==> src/rtl/flash_loader.sv <==
// flash_loader: copies LENGTH bytes from a flash reader into RAM.
//
// Each byte is one flash transaction followed by one RAM write. A flash
// transaction is requested by raising flash_cs. The reader answers by
// raising flash_busy, and the data in flash_dout is valid once busy falls.
// If busy never rises, the request is dropped after TIMEOUT cycles. A
// 3-cycle low gap follows so the reader's synchroniser sees a clean edge,
// and then the same address is requested again.
//
// RAM handshake: ram_we is raised together with stable ram_addr/ram_data.
// All three hold until a cycle in which ram_we and ram_ack are both high.
// That cycle is the transfer, and ram_we drops on the next edge. ram_ack
// has no meaning while ram_we is low.
//
// dbg_state_o exposes the FSM state register for debug and checkers.
module flash_loader #(
    parameter logic [23:0] FLASH_BASE = 24'h200000,
    parameter logic [15:0] RAM_BASE   = 16'h0000,
    parameter logic [16:0] LENGTH     = 17'd32768,
    parameter logic [4:0]  TIMEOUT    = 5'd16
) (
    input  logic        clk,
    input  logic        resetn,
    input  logic        start,
    input  logic        flash_ready,
    input  logic        flash_busy,
    input  logic [7:0]  flash_dout,
    output logic [23:0] flash_addr,
    output logic        flash_cs,
    output logic [15:0] ram_addr,
    output logic [7:0]  ram_data,
    output logic        ram_we,
    input  logic        ram_ack,
    output logic        active,
    output logic        done,
    output logic [7:0]  checksum,
    output logic [2:0]  dbg_state_o
);

    typedef enum logic [2:0] {
        S_IDLE     = 3'd0,
        S_WAIT_RDY = 3'd1,
        S_REQ      = 3'd2,
        S_WAIT_HI  = 3'd3,
        S_WAIT_LO  = 3'd4,
        S_WRITE    = 3'd5,
        S_GAP      = 3'd6,
        S_FINISH   = 3'd7
    } state_t;

    state_t      state_q, state_d;
    // 17 bits so that a full 65536-byte run can reach its terminal count
    logic [16:0] count_q, count_d;
    // Shared counter: request timeout in WAIT_HI, low-gap length in GAP
    logic [4:0]  tmo_q, tmo_d;
    logic [23:0] flash_addr_q, flash_addr_d;
    logic        cs_q, cs_d;
    logic [15:0] ram_addr_q, ram_addr_d;
    logic [7:0]  ram_data_q, ram_data_d;
    logic        we_q, we_d;
    logic        active_q, active_d;
    logic        done_q, done_d;
    logic [7:0]  csum_q, csum_d;
    logic [16:0] count_inc;

    assign count_inc = count_q + 17'd1;

    // State and datapath registers, cleared asynchronously by resetn
    always_ff @(posedge clk or negedge resetn) begin
        if (!resetn) begin
            state_q      <= S_IDLE;
            count_q      <= '0;
            tmo_q        <= '0;
            flash_addr_q <= '0;
            cs_q         <= 1'b0;
            ram_addr_q   <= '0;
            ram_data_q   <= '0;
            we_q         <= 1'b0;
            active_q     <= 1'b0;
            done_q       <= 1'b0;
            csum_q       <= '0;
        end else begin
            state_q      <= state_d;
            count_q      <= count_d;
            tmo_q        <= tmo_d;
            flash_addr_q <= flash_addr_d;
            cs_q         <= cs_d;
            ram_addr_q   <= ram_addr_d;
            ram_data_q   <= ram_data_d;
            we_q         <= we_d;
            active_q     <= active_d;
            done_q       <= done_d;
            csum_q       <= csum_d;
        end
    end

    // Next-state and register-update logic; every register holds unless a state changes it
    always_comb begin
        state_d      = state_q;
        count_d      = count_q;
        tmo_d        = tmo_q;
        flash_addr_d = flash_addr_q;
        cs_d         = cs_q;
        ram_addr_d   = ram_addr_q;
        ram_data_d   = ram_data_q;
        we_d         = we_q;
        active_d     = active_q;
        done_d       = done_q;
        csum_d       = csum_q;
        unique case (state_q)
            S_IDLE: begin
                if (start) begin
                    done_d   = 1'b0;
                    csum_d   = '0;
                    count_d  = '0;
                    active_d = 1'b1;
                    state_d  = S_WAIT_RDY;
                end
            end
            S_WAIT_RDY: begin
                if (flash_ready && !flash_busy) begin
                    state_d = S_REQ;
                end
            end
            S_REQ: begin
                flash_addr_d = FLASH_BASE + {7'd0, count_q};
                cs_d         = 1'b1;
                tmo_d        = '0;
                state_d      = S_WAIT_HI;
            end
            S_WAIT_HI: begin
                if (flash_busy) begin
                    cs_d    = 1'b0;
                    state_d = S_WAIT_LO;
                end else if (tmo_q == TIMEOUT - 5'd1) begin
                    // Reader missed the request: back off, then re-request the same address
                    cs_d    = 1'b0;
                    tmo_d   = '0;
                    state_d = S_GAP;
                end else begin
                    tmo_d = tmo_q + 5'd1;
                end
            end
            S_GAP: begin
                if (tmo_q == 5'd2) begin
                    state_d = S_REQ;
                end else begin
                    tmo_d = tmo_q + 5'd1;
                end
            end
            S_WAIT_LO: begin
                if (!flash_busy) begin
                    ram_data_d = flash_dout;
                    ram_addr_d = RAM_BASE + count_q[15:0];
                    we_d       = 1'b1;
                    state_d    = S_WRITE;
                end
            end
            S_WRITE: begin
                if (we_q && ram_ack) begin
                    we_d    = 1'b0;
                    csum_d  = csum_q ^ ram_data_q;
                    count_d = count_inc;
                    state_d = (count_inc == LENGTH) ? S_FINISH : S_REQ;
                end
            end
            S_FINISH: begin
                done_d   = 1'b1;
                active_d = 1'b0;
                state_d  = S_IDLE;
            end
            default: state_d = S_IDLE;
        endcase
    end

    assign flash_addr  = flash_addr_q;
    assign flash_cs    = cs_q;
    assign ram_addr    = ram_addr_q;
    assign ram_data    = ram_data_q;
    assign ram_we      = we_q;
    assign active      = active_q;
    assign done        = done_q;
    assign checksum    = csum_q;
    assign dbg_state_o = state_q;

endmodule

==> config.mk <==
export PLATFORM = sky130hd
export DESIGN_NAME = flash_loader
export DESIGN_NICKNAME = d
export VERILOG_FILES = /design/src/rtl/flash_loader.sv
export SDC_FILE = /design/constraint.sdc
export NUM_CORES = 1
export LEC_CHECK = 0
export ABC_CLOCK_PERIOD_IN_PS = 2460
export BUFFER_PORTS_ARGS = -buffer_cell sky130_fd_sc_hd__buf_2
export CAP_MARGIN = 10
export CORE_MARGIN = 1
export CORE_UTILIZATION = 25
export DETAILED_ROUTE_END_ITERATION = 8
export MAX_ROUTING_LAYER = met4
export PLACE_DENSITY = 0.45
export SLEW_MARGIN = 40
export SYNTH_ARGS = -nofsm -noshare
export SYNTH_HDL_FRONTEND = slang
export SYNTH_SLANG_ARGS = --single-unit
==> constraint.sdc <==
create_clock -name clk -period 2.46 [get_ports clk]
set_clock_uncertainty 0.2 [all_clocks]
set_input_delay 0.492 -clock clk [delete_from_list [all_inputs] [get_ports clk]]
set_output_delay 0.492 -clock clk [all_outputs]
set_load 0.005 [all_outputs]
==> summary.md <==
| Metric | Value |
|---|---|
| Register bit total from synthesis | 79 |
| Max frequency | 442 MHz |
| Synth Warn # | 0 |
| Final Hold Viols | 0 |
| Setup bufs post-CTS | 0 |
| Detailed-route DRC error count | 0 |
| Fin. max-slew vios | 0 |
| Prevailing post-synth register cell | dfrtp_1 |
| Num CTS Buffers | 9 |
| Total Routing Usage GR | 0.125 |
| Drt first pass iters | 4 |
| Vias per inst | 4.49 |
| Overall power | around 4.4 mW |
| Die height | 128 um |
| Gr ovfl total | 0 |
| First-pass GRT wire length | 15.2 mm |
| Clk Latency, worst-skew pair | 0.34 ns |
| # rows | 45 |
| P&R area growth vs syn | 21.5% |
| Mapped Area | approximately 4000 sq um |
| CTS max path bufs | 2 |
| Fraction of layout cells with a size suffix above 1 | 0.369 |
| Setup tns final | 0 ns |
| DIE AREA | 16300 sq um |
| Clock transition at path regs | 0.06 ns |
| Cells after synthesis | around 360 |
| PD cells | 906 nW/um^2 |
| Drt total wl | 9.12 mm |
| Asr flop ratio synth | 1.00 |
| Req. time, crit path | 2.52 ns |
| Non-filler instance count after layout | 653 |
| Core region area | between 15000 and 20000 sq um |
| Unrepaired setup endpoints after global routing | no |
| Initial Utilization | 0.258 |
| Relative slew margins | 0.515 |
| Hold Crit Class | in2reg |
| Post-synth cell types | 54 |
| Gpl congestion | 0.758 |
| CP Capture Type | register |
| Final setup fails | 0 |
| Starting DRC count in detailed routing | 182 |
| Crit path DAT | ~2.3 ns |
| Final Cell Area | 4810 sq um |
| Status | completed |
| Largest net degree at the start of global routing | 42 |
| Worst-path fanout max | 11 |
| # port buffers | 70 |
| CTS tree | done |
| Fillers | around 1.6k |
| CTS H-tree depth | 3 |
| Post-layout min period | 2.26 ns |
| Most area-consuming cells after synthesis | dfrtp_1 (50%), mux2_2 (12%), o21ai_0 (4.6%), xor2_1 (3.1%), nand2_1 (2.8%) |
| Max Cap Viol | 0 |
| Die Width | around 130 um |
| Antenna cell count | 0 |
| I/O Pins | 77 |
| Dpl hpwl | 6.34 mm |
| Reg area | 1980 sq um |
| Root buffer cell | clkbuf_16 |
| WL/cell | between 10 and 15 um |
| Static Leak | approximately 2.3 nW |
| Placed Cells | 637 |
| Final ANT Viol Nets | 0 |
| Final net count | 458 |
| Avg Cell Area, Syn | 10.9 sq um |
| Max VDD drop | between 300 and 400 uV |
| Final period util | 0.919 |
| EDFF count, synth | 0 |
| Initial antenna violation count | 0 |
| WS Path Type | reg2reg |
| Commonest non-fill, non-tap cells in the layout | dfrtp_1 (78), buf_2 (69), mux2_2 (41) |
| Most common cell after layout, fill and taps aside | dfrtp_1 |
| Area post-placement | 4520 sq um |
| Worst Tran Pin Value | 0.726 ns |
| Vias | 2930 |
| Post-synthesis sequential area ratio | 0.499 |
| Min Hold Slack | 0.180 ns |
| Vias in the first global route | 2884 |
| Setup crit start kind | register |
| Area leader, netlist | dfrtp_1 |
| Multi-input logic area | approximately 1800 sq um |
| Clk sink count | 79 |
| Top cell type's share of synthesized area | 0.499 |
-- power breakdown --
part           total, mW  internal, mW  switching, mW  leakage [nW]
Sequential          1.81          1.56          0.251          1.05
Combinational       1.29         0.620          0.670          1.14
Clock               1.25         0.731          0.522         0.138
Total               4.36          2.92           1.44          2.33
-- registers in the layout (all words and copies together) (netlist names) --
| signal | count |
|---|---|
| flash_addr | 18 |
| count_q | 17 |
| ram_addr | 16 |
| checksum | 8 |
| ram_data | 8 |
| tmo_q | 5 |
| dbg_state_o | 3 |
| active | 1 |
| done | 1 |
| flash_cs | 1 |
| ram_we | 1 |
-- what timing repair did --
item,CTS,global route
hold endpoints to repair,40,0
gates resized for setup,0,4
hold buffers,1,0
setup endpoints to repair,0,2
-- metal layers --
metal / wire length (um) / global-route usage
met1: 4390 / 0.159
met2: 4220 / 0.186
met3: 381 / 0.0330
met4: 127 / 0.0547
met5: 0 / -
-- Yosys cell counts (2+ instances only) --
cell	count
a41oi_1	2
a21oi_1	11
nand4_2	2
nand3_1	16
nor3_1	5
nor2b_1	4
inv_1	7
o21ai_0	36
nand2b_1	7
nand4_1	2
nor2_1	27
buf_4	11
mux2_2	41
nor2_2	2
nand2_1	30
nor3_2	2
o41ai_1	2
nor4b_1	2
ha_1	6
a31oi_1	3
buf_2	8
clkbuf_1	2
dfrtp_1	79
and3_1	4
buf_6	6
clkbuf_8	2
o21ai_1	2
xor2_1	14
xnor2_1	3
-- cell type report --
type | count | area share
multi-input cells | 252 | 0.365
repair buffers | 89 | 0.106
well taps | 211 | 0.0549
clock buffers | 12 | 0.0533
inverters | 7 | 0.00546
clock inverters | 3 | 0.00390
flip-flops and latches | 79 | 0.411
-- final timing paths --
check | start | to | slack (ns) | depth (start not counted)
setup / recovery | count_q[2]$_DFFE_PN0P_ | dbg_state_o[2]$_DFFE_PN0P_ | 0.20 | 6
hold / removal | flash_dout[7] | ram_data[7]$_DFFE_PN0P_ | 0.18 | 2
setup reg to reg | count_q[2]$_DFFE_PN0P_ | dbg_state_o[2]$_DFFE_PN0P_ | 0.20 | 6
hold reg to reg | flash_addr[21]$_DFFE_PN0P_ | flash_addr[21]$_DFFE_PN0P_ | 0.26 | 1
max in group asynchronous | resetn | flash_addr[14]$_DFFE_PN0P_ | 0.96 | 3
min in group asynchronous | resetn | flash_addr[10]$_DFFE_PN0P_ | 0.49 | 2
-- logic make-up (layout without fill, tap and decap cells) --
logic type | count (synthesis) | in the layout | share of synthesized area
xor gates and xnor gates | 17 | 17 | 0.0376
AOI/OAI and AO/OA | 68 | 68 | 0.101
and+or+nand+nor | 113 | 113 | 0.155
muxes | 42 | 42 | 0.122
other | 1 | 6 | 0.000947
adders and majority gates | 6 | 6 | 0.0190
DFF | 79 | 79 | 0.499
buffers and inverters | 37 | 111 | 0.0648
-- per-stage QoR --
step                      worst slack, ns  utilization
after floorplan                     0.474            -
after global placement              0.188        0.295
after detailed placement            0.156        0.295
after CTS                           0.133        0.314
after global routing              0.00574        0.314
final                               0.199        0.314
-- critical path, cell delays in order (launching register included) --
cell,delay [ns]
dfrtp_1,0.51
and4_1,0.31
a2111oi_1,0.49
a41oi_1,0.11
nor3_2,0.20
nand4_1,0.17
a31oi_1,0.20
No activity file was read; power rests on OpenSTA's default activity.
